--- src/rtl/flow_meter_pkg.sv ---
// Shared state encoding and default timing constants for the flow pulse meter.
package flow_meter_pkg;

   typedef enum logic [1:0] {
      ST_IDLE    = 2'd0,
      ST_PRIME   = 2'd1,
      ST_FLOWING = 2'd2,
      ST_DRY     = 2'd3
   } state_e;

   localparam int DEF_WINDOW_CYC  = 1_000_000;
   localparam int DEF_TIMEOUT_CYC = 3_000_000;
   localparam int DEF_FILT_CYC    = 4;

endpackage

--- src/rtl/flow_pulse_meter_pulse_sync_edge.sv ---
// Synchroniser and rising-edge detector for the raw flow sensor pulse train.
// With FLOW_FILTER_EN defined, a FILT_CYC-sample stability filter sits between synchroniser and edge register.
module pulse_sync_edge
   import flow_meter_pkg::*;
#(
   parameter int FILT_CYC = DEF_FILT_CYC
) (
   input  logic clk,
   input  logic rst,
   input  logic d_async,
   output logic edge_pulse
);

   logic meta_q;
   logic sync_q;
   logic level;
   logic levelPrev_q;
   logic edge_q;

   if (FILT_CYC < 1) begin : gBadFilt
      $error("pulse_sync_edge: FILT_CYC must be at least 1");
   end

   always_ff @(posedge clk or posedge rst) begin
      if (rst) begin
         meta_q <= 1'b0;
         sync_q <= 1'b0;
      end else begin
         meta_q <= d_async;
         sync_q <= meta_q;
      end
   end

`ifdef FLOW_FILTER_EN
   localparam int CW = (FILT_CYC > 1) ? $clog2(FILT_CYC) : 1;
   localparam logic [CW-1:0] RUN_LAST = CW'(FILT_CYC - 1);

   logic          filt_q, filt_d;
   logic [CW-1:0] run_q, run_d;

   // Count consecutive samples that disagree with the filtered level; flip once the run is long enough.
   always_comb begin
      filt_d = filt_q;
      run_d  = '0;
      if (sync_q != filt_q) begin
         if (run_q == RUN_LAST) begin
            filt_d = sync_q;
         end else begin
            run_d = run_q + 1'b1;
         end
      end
   end

   always_ff @(posedge clk or posedge rst) begin
      if (rst) begin
         filt_q <= 1'b0;
         run_q  <= '0;
      end else begin
         filt_q <= filt_d;
         run_q  <= run_d;
      end
   end

   assign level = filt_q;
`else
   assign level = sync_q;
`endif

   always_ff @(posedge clk or posedge rst) begin
      if (rst) begin
         levelPrev_q <= 1'b0;
         edge_q      <= 1'b0;
      end else begin
         levelPrev_q <= level;
         edge_q      <= level & ~levelPrev_q;
      end
   end

   assign edge_pulse = edge_q;

endmodule

--- src/rtl/flow_pulse_meter.sv ---
// Flow pulse meter: volume accumulator, windowed flow rate and pump dry-run supervision FSM.
// Define FLOW_FILTER_EN to insert the glitch filter on the sensor path.
module flow_pulse_meter
   import flow_meter_pkg::*;
#(
   parameter int WINDOW_CYC  = DEF_WINDOW_CYC,
   parameter int TIMEOUT_CYC = DEF_TIMEOUT_CYC,
   parameter int VOL_W       = 24,
   parameter int RATE_W      = 16,
   parameter int FILT_CYC    = DEF_FILT_CYC
) (
   input  logic              clk,
   input  logic              rst,
   input  logic              pump_on,
   input  logic              sensor_in,
   input  logic              clr_vol,
   output logic [VOL_W-1:0]  pulse_cnt,
   output logic [RATE_W-1:0] rate,
   output logic              rate_valid,
   output logic              flow_ok,
   output logic              dry_alarm,
   output logic [1:0]        state
);

   localparam int TW = $clog2(TIMEOUT_CYC);
   localparam int WW = $clog2(WINDOW_CYC);
   localparam logic [TW-1:0] TIMER_LAST = TW'(TIMEOUT_CYC - 1);
   localparam logic [WW-1:0] WIN_LAST   = WW'(WINDOW_CYC - 1);

   logic              edge_pulse;
   state_e            state_q, state_d;
   logic [TW-1:0]     timer_q, timer_d;
   logic [VOL_W-1:0]  volCnt_q, volCnt_d;
   logic [WW-1:0]     winCnt_q, winCnt_d;
   logic [RATE_W-1:0] winEdges_q, winEdges_d, winEdgesInc;
   logic [RATE_W-1:0] rate_q, rate_d;
   logic              rateValid_q, rateValid_d;

   pulse_sync_edge #(
      .FILT_CYC(FILT_CYC)
   ) uSyncEdge (
      .clk       (clk),
      .rst       (rst),
      .d_async   (sensor_in),
      .edge_pulse(edge_pulse)
   );

   // Timer runs only in PRIME/FLOWING and restarts on every edge; dropping the pump command always wins.
   always_comb begin
      state_d = state_q;
      timer_d = '0;
      if (!pump_on) begin
         state_d = ST_IDLE;
      end else begin
         case (state_q)
            ST_IDLE: state_d = ST_PRIME;
            ST_PRIME, ST_FLOWING: begin
               if (edge_pulse) begin
                  state_d = ST_FLOWING;
               end else if (timer_q == TIMER_LAST) begin
                  state_d = ST_DRY;
               end else begin
                  timer_d = timer_q + 1'b1;
               end
            end
            ST_DRY:  state_d = ST_DRY;
            default: state_d = ST_IDLE;
         endcase
      end
   end

   always_comb begin
      volCnt_d = volCnt_q;
      if (clr_vol) begin
         volCnt_d = '0;
      end else if (edge_pulse && (state_q == ST_PRIME || state_q == ST_FLOWING) && !(&volCnt_q)) begin
         volCnt_d = volCnt_q + 1'b1;
      end
   end

   // The window's closing cycle reports its own edge too, so the rate is taken from the incremented count.
   always_comb begin
      winEdgesInc = winEdges_q;
      if (edge_pulse && !(&winEdges_q)) begin
         winEdgesInc = winEdges_q + 1'b1;
      end
      winCnt_d    = winCnt_q + 1'b1;
      winEdges_d  = winEdgesInc;
      rate_d      = rate_q;
      rateValid_d = 1'b0;
      if (winCnt_q == WIN_LAST) begin
         winCnt_d    = '0;
         winEdges_d  = '0;
         rate_d      = winEdgesInc;
         rateValid_d = 1'b1;
      end
   end

   always_ff @(posedge clk or posedge rst) begin
      if (rst) begin
         state_q     <= ST_IDLE;
         timer_q     <= '0;
         volCnt_q    <= '0;
         winCnt_q    <= '0;
         winEdges_q  <= '0;
         rate_q      <= '0;
         rateValid_q <= 1'b0;
      end else begin
         state_q     <= state_d;
         timer_q     <= timer_d;
         volCnt_q    <= volCnt_d;
         winCnt_q    <= winCnt_d;
         winEdges_q  <= winEdges_d;
         rate_q      <= rate_d;
         rateValid_q <= rateValid_d;
      end
   end

   assign pulse_cnt  = volCnt_q;
   assign rate       = rate_q;
   assign rate_valid = rateValid_q;
   assign flow_ok    = (state_q == ST_FLOWING);
   assign dry_alarm  = (state_q == ST_DRY);
   assign state      = state_q;

endmodule

--- config.mk ---
export PLATFORM = sky130hd
export DESIGN_NAME = flow_pulse_meter
export DESIGN_NICKNAME = d
export VERILOG_FILES = /design/src/rtl/flow_meter_pkg.sv /design/src/rtl/flow_pulse_meter_pulse_sync_edge.sv /design/src/rtl/flow_pulse_meter.sv
export SDC_FILE = /design/constraint.sdc
export NUM_CORES = 1
export LEC_CHECK = 0
export ABC_AREA = 0
export BUFFER_PORTS_ARGS = -buffer_cell sky130_fd_sc_hd__buf_2
export CORE_ASPECT_RATIO = 1.4
export CORE_MARGIN = 2
export CORE_UTILIZATION = 50
export DETAILED_ROUTE_END_ITERATION = 16
export PLACE_DENSITY = 0.67
export REMOVE_ABC_BUFFERS = 1
export SYNTH_ARGS = -nofsm -noshare
export SYNTH_HDL_FRONTEND = slang
export SYNTH_HIERARCHICAL = 1
export SYNTH_SLANG_ARGS = --single-unit
--- constraint.sdc ---
create_clock -name clk -period 3.85 [get_ports clk]
set_input_delay 0.385 -clock clk [delete_from_list [all_inputs] [get_ports clk]]
set_output_delay 0.385 -clock clk [all_outputs]
set_load 0.05 [all_outputs]
==> flow_results.org <==
** Setup path
- CP max-delay cell :: sky130_fd_sc_hd__or4_4
- The worst setup path is launched from a flop.
- The endpoint identified for the worst register-to-register timing path is pulse_cnt[17]$_DFFE_PP0P_.
- Required @ worst endpoint :: about 4 ns
- Setup crit end kind :: flop
- Register-to-register setup slack :: ~1.4 ns
- Worst stage delay on the critical path :: 0.61 ns
- The critical path goes through inv_1, ha_1, nand2_1, or4_4, nor4b_1, mux2_2.
- Critical path start-end classification :: reg2reg
- Depth of the worst register-to-register path :: 6
- For the worst setup path, the data arrival time is approximately 2.7 ns.
- The startpoint identified for the worst register-to-register timing path is state[0]$_DFFE_PP0P_.
- Along the worst path, the maximum fanout reaches 10.

** Routing
- Remaining antenna violation count :: 0
- For this run, the detailed router's first-pass iteration total came to 4.
- Post-DR wirelength/cell :: roughly 15 um
- After detailed routing, the number of remaining DRC violations is 0.
- Number of DRC violations after detailed-routing iteration 0 :: 209
- For this block, the routed nets add up to 10,300 um of wire.
- Detailed routing inserted a total of around 3,900 vias.
- Via-to-Cell Ratio :: 5.49

** Global routing
- Met3 usage :: 2.42%
- Met2 layer usage reported by global route :: 33.8%
- First-pass GRT wire length :: 17,200 um
- The initial antenna violation count came to 0.
- Layer with the highest usage after global routing :: met2
- Entering global routing, the biggest net connects 38 pins.
- Vias in the first global route :: 3,757
- Overflow after GRT :: 0
- Global routing used 20.1% of the available tracks.
- Global-route met1 utilization :: about a quarter

** Min path
- Worst Hold Path EP :: uSyncEdge/meta_q$_DFF_PP0_
- Hold Crit Depth :: 1
- The path class of the tightest hold or removal check is in2reg.
- Hold path startpoint :: sensor_in

** STA
- Summed over all failing endpoints, the final setup total negative slack is 0 ns.
- Max-slew violations :: 0
- Setup repair after global routing left no endpoint under its margin.
- For this run, the top clock speed supported by timing is 412 MHz.
- Final count of negative-setup-slack endpoints :: 0
- The smallest clock period supported by the final layout is computed as 2.43 ns.
- Setup skew after layout :: 0.00692 ns
- At the pin with the least slew margin, the transition time is 0.876 ns.
- The count of final hold-check violations came to 0.
- In this run the tightest slew margin relative to its limit is 41.0%.
- Post-route fraction of the period consumed by the critical path :: 63.1%
- Final hold slack :: 0.140 ns

** Pwr
- In this run the static leakage power is ~2.6 nW.
- IR analysis of the VDD net gives a maximum drop of 0.230 mV.
- For this design the ratio of total power to cell area is 426 nW/um2.
- Overall power consumption after layout is estimated at 2.45 mW.

** Finish
- Cells fill 58.4% of the core in the end.
- Filler cells :: approximately 880
- The final layout contains 575 nets.
- Antenna diodes :: 0
- Share of post-route cells with drive strength above 1 :: 15.5%
- The finished layout holds 703 standard cells, fillers aside.
- From synthesis to final layout, the design area changed by 14.1%.

** Placed design
- Port Buffer Count :: 49
- Routability Congestion :: 0.823
- Number of placed cells counting well taps :: 686
- The wire-length estimate of the detail-placed layout is 7140 um.

** Floorplan
- Pin placement for this block handled 50 I/O pins.
- Row Count :: 43
- Placeable core region :: 9850 um2
- The die covers about 11,000 um2.
- Height of the die :: 123 um
- In this run the horizontal extent of the chip is 88.8 um.
- Initial Utilization :: about 51%

** CTS
- For the worst-skew pair, the clock arrives at the later sink with an insertion delay of about 0.35 ns.
- CTS max path bufs :: 2
- The clock net in this run drives a total of approximately 110 sinks.
- H-tree depth reported by CTS :: 3
- Once the clock tree was built, the resizer swapped 0 gates to a different size.
- The number of clock buffers added by TritonCTS is 9.
- Clock tree synthesis selected as its root buffer the cell sky130_fd_sc_hd__clkbuf_16.
- TritonCTS built the clock tree.
- Clock slew at reported path FFs :: 0.07 ns

** Synth
- During synthesis, Yosys emitted a total of 6 warnings.
- Counting flops with an async set or reset pin after synthesis yields a share of 100%.
- Post-synthesis instance area :: 5040 um2
- Number of synthesized register bits :: approximately 110
- Averaged over all synthesized cells, the footprint is between 9 and 10 um2.
- The most used flip-flop cell after synthesis is sky130_fd_sc_hd__dfrtp_1.
- EDFF count, synth :: 0
- Number of distinct library cells after synthesis :: 48
- Of all cell types, the one taking the most synthesized area is sky130_fd_sc_hd__dfrtp_1.
- Number of standard cells after synthesis :: 512
- By area the synthesized netlist is led by sky130_fd_sc_hd__dfrtp_1 (52%), sky130_fd_sc_hd__nor2_1 (6.6%), sky130_fd_sc_hd__xor2_1 (6.3%).
- Top-area cell type share of the netlist area :: 52.2%
- After synthesis, flip-flops and latches occupy 52.2% of the total area.

** Status
- The flow ran to the end, and the final reports show no timing, DRC or antenna violations.

** Job
- Max-cap violations in this run came to 0.
where the power goes:
part | internal (mW) | switching (mW)
clock | 0.509 | 0.421
sequential | 1.15 | 0.0568
combinational | 0.0884 | 0.220
registers in the layout (all words and copies together), names as in the netlist:
| name | count |
|---|---|
| rate_valid | 1 |
| uSyncEdge/meta_q | 1 |
| uSyncEdge/level | 1 |
| timer_q | 22 |
| uSyncEdge/edge_pulse | 1 |
| rate | 16 |
| winCnt_q | 20 |
| state | 2 |
| winEdges_q | 16 |
| pulse_cnt | 24 |
| uSyncEdge/levelPrev_q | 1 |
per-stage QoR:
step / instance area [um2] / worst slack, ns
global placement: 5430 / 1.54
finish: 5750 / 1.42
detailed placement: 5430 / 1.44
global route: 5750 / 1.28
floorplan: 4960 / 0.818
CTS: 5750 / 1.43
synth_stat cells, types with 9 or more instances:
| cell | instances |
|---|---|
| sky130_fd_sc_hd__a21oi_1 | 19 |
| sky130_fd_sc_hd__clkbuf_1 | 9 |
| sky130_fd_sc_hd__dfrtp_1 | 105 |
| sky130_fd_sc_hd__inv_1 | 11 |
| sky130_fd_sc_hd__nand2_1 | 35 |
| sky130_fd_sc_hd__nand3_1 | 43 |
| sky130_fd_sc_hd__nand4_1 | 20 |
| sky130_fd_sc_hd__nor2_1 | 88 |
| sky130_fd_sc_hd__nor3_1 | 10 |
| sky130_fd_sc_hd__nor4_1 | 12 |
| sky130_fd_sc_hd__o21ai_0 | 14 |
| sky130_fd_sc_hd__or3_1 | 9 |
| sky130_fd_sc_hd__xnor2_1 | 21 |
| sky130_fd_sc_hd__xor2_1 | 36 |
how the worst max path moves through the flow:
stage	cells past startpoint	startpoint	slack, ns	to
after global placement	7	state[0]$_DFFE_PP0P_	1.54	pulse_cnt[19]$_DFFE_PP0P_
final	6	state[0]$_DFFE_PP0P_	1.42	pulse_cnt[17]$_DFFE_PP0P_
after global routing	6	pulse_cnt[0]$_DFFE_PP0P_	1.28	pulse_cnt[17]$_DFFE_PP0P_
after CTS	6	state[0]$_DFFE_PP0P_	1.43	pulse_cnt[17]$_DFFE_PP0P_
after detailed placement	6	state[0]$_DFFE_PP0P_	1.44	pulse_cnt[17]$_DFFE_PP0P_
after floorplan	1	rst	0.82	pulse_cnt[0]$_DFFE_PP0P_
cell type report:
class,count,area [um2],area share (%)
sequential,105,2630,45.7
multi-input combinational,380,2300,40.1
timing repair buffer,56,300,5.23
clock buffer,9,225,3.92
tap,135,169,2.94
clock inverter,7,78.8,1.37
inverter,11,43.8,0.762
routing by layer:
layer,vias to the layer above,wire length [um]
met5,-,0
met4,0,218
met3,16,219
met2,49,5270
met1,1902,4570
li1,1894,-
cells in the final DEF (no fill, tap or decap), types with 14 or more instances in the layout:
cell type,n
sky130_fd_sc_hd__nand4_1,20
sky130_fd_sc_hd__a21oi_1,19
sky130_fd_sc_hd__o21ai_0,14
sky130_fd_sc_hd__xnor2_1,21
sky130_fd_sc_hd__nand2_1,35
sky130_fd_sc_hd__dfrtp_1,105
sky130_fd_sc_hd__nand3_1,43
sky130_fd_sc_hd__nor2_1,88
sky130_fd_sc_hd__buf_2,49
sky130_fd_sc_hd__xor2_1,36
critical path, delay by kind of cell, from the launching register on:
kind,cells,cell delay (ns)
adders and majority gates,1,0.29
buffers and inverters,1,0.08
DFF,1,0.39
muxes,1,0.38
and+or+nand+nor,3,1.16
logic make-up (layout without fill, tap and decap cells):
logic type	count (synthesis)	in the layout	synth area share, %
xor+xnor	57	57	9.91
compound gates	48	48	5.86
fa+ha+maj	7	7	1.74
simple gates	259	259	26.2
buf+inv	27	83	2.28
mux	9	9	1.89
flops	105	105	52.2
what timing repair did:
action                                  4_1_cts  5_1_grt
buffers inserted                              0        0
endpoints found under the setup margin        0        0
hold buffers                                  1        0
hold endpoints to repair                      4        0
(Power assumes the default switching activity.)
